`src/rtl/wb_arbiter_pkg.sv`:
```
// Shared widths and the writeback entry type used by the arbiter and its load queue.
// Holds no logic beyond a onehot helper for the pending-register mask.
package wb_arbiter_pkg;

  localparam int REG_AW   = 3;
  localparam int DATA_W   = 16;
  localparam int NUM_REGS = 8;

  typedef struct packed {
    logic [REG_AW-1:0] addr;
    logic [DATA_W-1:0] data;
  } wb_entry_t;

  function automatic logic [NUM_REGS-1:0] reg_onehot(input logic [REG_AW-1:0] a);
    logic [NUM_REGS-1:0] oh;
    oh    = '0;
    oh[a] = 1'b1;
    return oh;
  endfunction

endpackage

```
`src/rtl/wb_queue.sv`:
```
// In-order load result FIFO; push/pop take effect on the clock edge, head is visible combinationally.
// Never overflows or underflows: a push when full or a pop when empty is ignored.
module wb_queue
  import wb_arbiter_pkg::*;
#(
  parameter int DEPTH = 2
) (
  input  logic                     clk,
  input  logic                     rst,
  input  logic                     push,
  input  wb_entry_t                push_dat,
  input  logic                     pop,
  output wb_entry_t                head_dat,
  output logic                     full,
  output logic                     empty,
  output logic [$clog2(DEPTH):0]   count,
  output logic [NUM_REGS-1:0]      pend
);

  localparam int PW = $clog2(DEPTH);
  localparam int CW = PW + 1;

  wb_entry_t           mem [DEPTH];
  logic [DEPTH-1:0]    slot_vld;
  logic [PW-1:0]       wr_ptr;
  logic [PW-1:0]       rd_ptr;
  logic                push_ok;
  logic                pop_ok;

  assign full     = (count == CW'(DEPTH));
  assign empty    = (count == '0);
  assign push_ok  = push & ~full;
  assign pop_ok   = pop & ~empty;
  assign head_dat = mem[rd_ptr];

  always_ff @(posedge clk or posedge rst) begin
    if (rst) begin
      wr_ptr   <= '0;
      rd_ptr   <= '0;
      count    <= '0;
      slot_vld <= '0;
    end else begin
      if (push_ok) begin
        wr_ptr           <= wr_ptr + 1'b1;
        slot_vld[wr_ptr] <= 1'b1;
      end
      // A pop never targets the slot being pushed: pushes only land in free slots.
      if (pop_ok) begin
        rd_ptr           <= rd_ptr + 1'b1;
        slot_vld[rd_ptr] <= 1'b0;
      end
      count <= count + CW'(push_ok) - CW'(pop_ok);
    end
  end

  always_ff @(posedge clk) begin
    if (push_ok) mem[wr_ptr] <= push_dat;
  end

  always_comb begin
    pend = '0;
    for (int i = 0; i < DEPTH; i++) begin
      if (slot_vld[i]) pend = pend | reg_onehot(mem[i].addr);
    end
  end

endmodule

```
`src/rtl/wb_arbiter.sv`:
```
// Register-file write port arbiter: ALU first, queued loads in order, direct load bypass when idle.
// One cycle accept-to-write; ld_rdy drops when the queue is full, alu_rdy drops when the head has starved.
module wb_arbiter
  import wb_arbiter_pkg::*;
#(
  parameter int DEPTH  = 2,
  parameter int STARVE = 3
) (
  input  logic                 clk,
  input  logic                 rst,
  input  logic                 alu_vld,
  output logic                 alu_rdy,
  input  logic [REG_AW-1:0]    alu_addr,
  input  logic [DATA_W-1:0]    alu_data,
  input  logic                 ld_vld,
  output logic                 ld_rdy,
  input  logic [REG_AW-1:0]    ld_addr,
  input  logic [DATA_W-1:0]    ld_data,
  output logic                 wr,
  output logic [REG_AW-1:0]    waddr,
  output logic [DATA_W-1:0]    wdata,
  output logic [NUM_REGS-1:0]  pend
);

  localparam logic [1:0] STARVE_MAX = 2'(STARVE);

  logic                     alu_acc;
  logic                     ld_acc;
  logic                     q_push;
  logic                     q_pop;
  logic                     bypass;
  logic                     q_full;
  logic                     q_empty;
  logic [$clog2(DEPTH):0]   q_count;
  wb_entry_t                q_head;
  wb_entry_t                sel;
  logic                     issue;
  logic [1:0]               starve_cnt;

  assign alu_rdy = (starve_cnt != STARVE_MAX);
  assign ld_rdy  = ~q_full;
  assign alu_acc = alu_vld & alu_rdy;
  assign ld_acc  = ld_vld & ld_rdy;

  assign q_pop   = ~alu_acc & ~q_empty;
  assign bypass  = ~alu_acc & q_empty & ld_acc;
  assign q_push  = ld_acc & ~bypass;

  wb_queue #(.DEPTH(DEPTH)) u_queue (
    .clk      (clk),
    .rst      (rst),
    .push     (q_push),
    .push_dat ('{addr: ld_addr, data: ld_data}),
    .pop      (q_pop),
    .head_dat (q_head),
    .full     (q_full),
    .empty    (q_empty),
    .count    (q_count),
    .pend     (pend)
  );

  always_comb begin
    sel   = '{addr: alu_addr, data: alu_data};
    issue = 1'b0;
    if (alu_acc) begin
      issue = 1'b1;
    end else if (!q_empty) begin
      sel   = q_head;
      issue = 1'b1;
    end else if (ld_acc) begin
      sel   = '{addr: ld_addr, data: ld_data};
      issue = 1'b1;
    end
  end

  // Counts cycles the current head has been passed over by the ALU.
  always_ff @(posedge clk or posedge rst) begin
    if (rst) begin
      starve_cnt <= '0;
    end else if (q_empty || q_pop) begin
      starve_cnt <= '0;
    end else if (starve_cnt != STARVE_MAX) begin
      starve_cnt <= starve_cnt + 1'b1;
    end
  end

  always_ff @(posedge clk or posedge rst) begin
    if (rst) begin
      wr    <= 1'b0;
      waddr <= '0;
      wdata <= '0;
    end else begin
      wr <= issue;
      if (issue) begin
        waddr <= sel.addr;
        wdata <= sel.data;
      end
    end
  end

  a_count_in_range: assert property (@(posedge clk) disable iff (rst) q_count <= ($clog2(DEPTH)+1)'(DEPTH));

endmodule
```
`config.mk`:
```
export PLATFORM = sky130hd
export DESIGN_NAME = wb_arbiter
export DESIGN_NICKNAME = d
export VERILOG_FILES = /design/src/rtl/wb_arbiter_pkg.sv /design/src/rtl/wb_queue.sv /design/src/rtl/wb_arbiter.sv
export SDC_FILE = /design/constraint.sdc
export NUM_CORES = 1
export LEC_CHECK = 0
export ABC_CLOCK_PERIOD_IN_PS = 3500
export BUFFER_PORTS_ARGS = -buffer_cell sky130_fd_sc_hd__buf_2
export CORE_MARGIN = 1
export CORE_UTILIZATION = 45
export CTS_CLUSTER_SIZE = 20
export DETAILED_ROUTE_END_ITERATION = 7
export GPL_TIMING_DRIVEN = 1
export PLACE_DENSITY = 0.75
export SYNTH_ARGS = -nofsm -noshare
export SYNTH_HDL_FRONTEND = slang
export SYNTH_SLANG_ARGS = --single-unit
```
`constraint.sdc`:
```
create_clock -name clk -period 3.5 [get_ports clk]
set_clock_uncertainty 0.2 [all_clocks]
set_input_delay 0.35 -clock clk [delete_from_list [all_inputs] [get_ports clk]]
set_output_delay 0.35 -clock clk [all_outputs]
set_load 0.03 [all_outputs]
```
Word level (Yosys, flattened, before mapping)
Memories as Yosys holds them, arrays and structs flattened.
Cells that the tools add are included.
W data, S select, Z words.

operators by class
  add/subtract/negate cells = 5
  $lt $le $gt $ge = 8
  equal/unequal tests = 2
  multiplexer cells = 22
  bitwise operators = 16
  reductions and logical operators = 7

operator list
  kind                   number
  $mux W19               3
  $mux W8                2
  $mux W1                9
  $and A1 B1 Y1          8
  $lt A3 B4 Y1 const B   2
  $mux W2                4
  $or A8 B8 Y8           1
  $demux W1 S3           2
  $ge A3 B1 Y1 const B   2
  $logic_and A1 B1 Y1    4
  $lt A1 B2 Y1 const B   2
  $not A1 Y1             4
  $add A1 B1 Y1 const B  2
  $add A2 B1 Y2          1
  $add A2 B1 Y2 const B  1
  $and A2 B2 Y2          1
  $demux W1 S1           2
  $eq A2 B2 Y1 const B   1
  $ge A1 B1 Y1 const B   2
  $logic_not A2 Y1       1
  $ne A2 B2 Y1 const B   1
  $not A2 Y2             1
  $or A2 B2 Y2           1
  $reduce_bool A2 Y1     1
  2 further kinds        2

storage, ports and cells
  register bits = 28
  bits in writable memories = 38
  input bits = 42
  output and inout port bits = 30
  logic and storage cells = 69
  memories = 1

memory list
  name         words  bits a word  read ports  clocked after memory_dff  wr ports  RTL line        text
  u_queue.mem  2      19           3           0                         1         wb_queue.sv:23  wb_entry_t mem [DEPTH];

Logic depth before layout (Yosys ltp)
  word-level depth = 11
  depth in mapped cells = 8
  depth with buffers taken out = 7

Cells and area by module
From an unflattened synthesis, not the netlist that was laid out.

unflattened totals
  cell total of the unflattened synthesis = 247
  area, all modules = 3,245.6 µm²

modules (own cells, without submodules)
  module      times used  cells each  area each (µm²)  seq. area each (µm²)
  wb_queue    1           102         1,767.9          1,291.2
  wb_arbiter  1           145         1,477.7          550.5

Least setup slack after synthesis
Ideal clock, no wire load.

  path type = reg-to-reg
  start point = register starve_cnt[0]
  end point = memory u_queue.mem[0][0] in the netlist's numbering (enable)
  setup time = 395 ps
  arrival time = 1,834 ps
  required time = 2,905 ps
  setup slack = 1,071 ps
  stages on the path, launching flop included = 5
  buffers on the path = 0
  period minus slack after synthesis = 2,429 ps
  path through = dfrtp_1 ha_1 nor3b_1 o21ai_1 nor2_1

on the way
  word-level cells in the longest chain between the ends = 10

ends and longest elaborated chain
  item                           RTL line          text
  from (decl)                    wb_arbiter.sv:38  logic [1:0] starve_cnt;
  from (signal assigned)         wb_arbiter.sv:83  starve_cnt <= starve_cnt + 1'b1;
  $ne A2 B2 Y1                   wb_arbiter.sv:40  assign alu_rdy = (starve_cnt != STARVE_MAX);
  $and A1 B1 Y1                  wb_arbiter.sv:42  assign alu_acc = alu_vld & alu_rdy;
  $not A1 Y1                     wb_arbiter.sv:46  assign bypass = ~alu_acc & q_empty & ld_acc;
  $and A1 B1 Y1 (2 in a row)     wb_arbiter.sv:46
  $not A1 Y1                     wb_arbiter.sv:47  assign q_push = ld_acc & ~bypass;
  $and A1 B1 Y1                  wb_arbiter.sv:47
  $and A1 B1 Y1                  wb_queue.sv:32    assign push_ok = push & ~full;
  $mux W1                        wb_queue.sv:57    if (push_ok) mem[wr_ptr] <= push_dat;
  $mux W1 (not written as such)  wb_queue.sv:57
  to (decl)                      wb_queue.sv:23

No other way between the ends.

Worst setup path in the final report
  start point = register starve_cnt[0]
  end point = memory u_queue.mem[0][1] in the netlist's numbering (enable)

The elaborated chain is that of the path after synthesis.

==> flow_metrics.tcl <==
set metrics [dict create \
    run_status "finished with violations" \
    violations "DRC" \
    core_um2 6350 \
    grt_antenna_before_repair 0 \
    p_leak_nw 1.51 \
    slew_violations 0 \
    hold_start "ld_addr[0]" \
    multi_input_area_um2 1010 \
    seqPwrFrac 0.410 \
    power_switching_w 0.00111 \
    postRouteAntennaNets 0 \
    rsz0062_at_grt "no" \
    ctsHtreeMaxLevel 3 \
    final_nets 336 \
    vias 2109 \
    final_cell_mix "buf_2 (71), edfxtp_1 (38), dfrtp_1 (28)" \
    grt_pass1_vias 2200 \
    p_sw_frac 0.365 \
    drtIter0Drc 201 \
    intPower_w 0.00193 \
    p_clk_frac 0.233 \
    cts_made_buffers 9 \
    grt_usage 0.200 \
    grt_max_degree 29 \
    vias_per_cell 5.64 \
    yosys.cell_types.count 34 \
    wl_per_cell_um 17.0 \
    die-width_um 82.9 \
    yosys_warnings 0 \
    synthCells 217 \
    crit_fanout 14 \
    finalHoldViolCount 0 \
    setup.worst_path.class "reg2reg" \
    start_kind "flop" \
    synth.ff_latch_count 66 \
    required_ns 3.34 \
    fin_crit_ns 2.24 \
    p_per_area_nw_per_um2 843 \
    nFillCells 523 \
    syn-cell-area_um2 2950 \
    clockBufferDepth 2 \
    synth_seq_area_share 0.625 \
    clock-sinks 66 \
    start_util 0.464 \
    cts-resized-gates 0 \
    syn_to_final_growth_pct 22.1 \
    post-dp-hpwl_um 4320 \
    cts_tree "built" \
    avgSynthCellArea_um2 13.6 \
    cp-startpoint "starve_cnt[0]" \
    critPathArrivalTime_ns 2.07 \
    rows 29 \
    hold_path_class "in2reg" \
    dieArea_um2 6880 \
    setup_viol 0 \
    cap_violations 0 \
    grt-ovfl-total 0 \
    cts_hold_buf 0 \
    fmax_mhz 447 \
    clk_latency_ns 0.34 \
    synth_nets 261 \
    period_share 0.640 \
    regArea_um2 1840 \
    die_y_um 82.9 \
    antenna_cells 0 \
    clkSlewWorstSetupHoldPaths_ns 0.07 \
    layout_commonest_cell "buf_2" \
    grt_pass1_wl_um 10700 \
    post-cts-setup-buffers 0 \
    r2r-start "starve_cnt[0]" \
    dr.pass1.iters 6 \
    finish.utilization 0.567 \
    cts_root_buf "clkbuf_8" \
    relSlewSlack 0.235 \
    wirelength_um 6350 \
    endpoint_kind "flop" \
    drive_gt1_frac 0.367 \
    drc 4 \
    worst_pin_slew_ns 1.15 \
    gp_congestion 0.866 \
    timing.setup.tns_ns 0 \
    p_comb_frac 0.357 \
    port_buffers 71 \
    ioPinCount 72 \
    ir_drop_mv 0.421 \
]
[cell usage after synthesis]
library cell / number / area (um2)
a2bb2oi_1: 12 / 105
and2_1: 7 / 43.8
o22ai_1: 5 / 31.3
xor2_1: 3 / 26.3
buf_6: 3 / 33.8
o21ai_1: 1 / 5.00
mux2i_1: 8 / 80.1
nor3b_2: 1 / 12.5
o221ai_1: 12 / 105
nor2_1: 5 / 18.8
a221oi_1: 1 / 8.76
edfxtp_1: 38 / 1140
or3_1: 1 / 6.26
or3_4: 1 / 11.3
o31ai_1: 3 / 22.5
clkbuf_1: 3 / 11.3
a211oi_1: 7 / 52.6
or3b_2: 1 / 8.76
nor3_1: 2 / 10.0
dfrtp_1: 28 / 701
mux2_2: 12 / 135
nand2_1: 17 / 63.8
nor3b_1: 1 / 7.51
xnor2_1: 2 / 17.5
ha_1: 2 / 25.0
and3_1: 7 / 43.8
or2_1: 1 / 6.26
buf_2: 8 / 40.0
nor2b_1: 2 / 12.5
inv_1: 5 / 18.8
o32ai_1: 2 / 17.5
o21ai_0: 2 / 10.0
o32a_1: 7 / 70.1
nand2b_1: 7 / 43.8
[layout make-up]
type,count,share of cell area
inverter,5,0.00522
clock buffer,11,0.0393
timing repair buffer,78,0.115
clock inverter,5,0.0216
multi-input combinational,132,0.280
sequential,66,0.512
tap,77,0.0268
[final timing paths]
path	end	cells after the start	slack, ns
worst min-delay path	u_queue.mem[1][16]	1	0.008
min in group asynchronous	waddr[1]	2	0.09
max in group asynchronous	waddr[2]	2	2.32
worst max register to register	u_queue.mem[0][1]	5	1.26
worst min register to register	starve_cnt[0]	1	0.25
worst max-delay path	u_queue.mem[0][1]	5	1.26
[logic make-up (layout without fill, tap and decap cells)]
| logic type | Yosys count | after routing | synth area share |
|---|---|---|---|
| fa+ha+maj | 2 | 2 | 0.00849 |
| flops | 66 | 66 | 0.625 |
| simple gates | 53 | 53 | 0.0981 |
| xor+xnor | 5 | 5 | 0.0149 |
| compound gates | 52 | 52 | 0.145 |
| buf+inv | 19 | 99 | 0.0352 |
| mux | 20 | 20 | 0.0730 |
[sequential cells by signal (all words and copies together) (netlist names)]
name,cells
starve_cnt,2
u_queue.wr_ptr,1
wr,1
u_queue.count,2
u_queue.slot_vld,2
wdata,16
u_queue.rd_ptr,1
u_queue.mem,38
waddr,3
[critical path: stages, from the launching register on]
cell,delay (ns)
dfrtp_1,0.38
ha_1,0.25
nor3b_1,0.24
o21ai_1,0.22
nor2_2,0.33
buf_4,0.30
[layer usage]
layer	wire (um)	vias up	GRT usage
met4	102	0	0.0846
met5	0	-	0
li1	-	993	-
met3	191	11	0.0417
met2	3280	43	0.344
met1	2780	1062	0.243
[stage by stage]
| stage | area [um2] | hold WS [ns] | worst slack [ns] | power (W) | cells |
|---|---|---|---|---|---|
| 5_1_grt | 3600 | 0.000309 | 1.11 | 0.00319 | 374 |
| 3_5_place_dp | 3360 | 0.246 | 1.29 | 0.00235 | 356 |
| 4_1_cts | 3580 | 0.00208 | 1.27 | 0.00305 | 372 |
| 6_report | 3600 | 0.00817 | 1.26 | 0.00303 | 374 |
| 2_1_floorplan | 2950 | 0.215 | 1.07 | 0.00205 | 217 |
| 3_3_place_gp | 3360 | 0.230 | 1.32 | 0.00232 | 356 |
[power groups by stage]
stage	combinational [W]	clock [W]	sequential, W
CTS	0.00109	0.000712	0.00125
global placement	0.00107	0	0.00125
global route	0.00117	0.000750	0.00127
floorplan	0.000678	0	0.00137
detailed placement	0.00109	0	0.00126
finish	0.00108	0.000706	0.00125
Note: power is estimated with default switching activity, not from simulation.
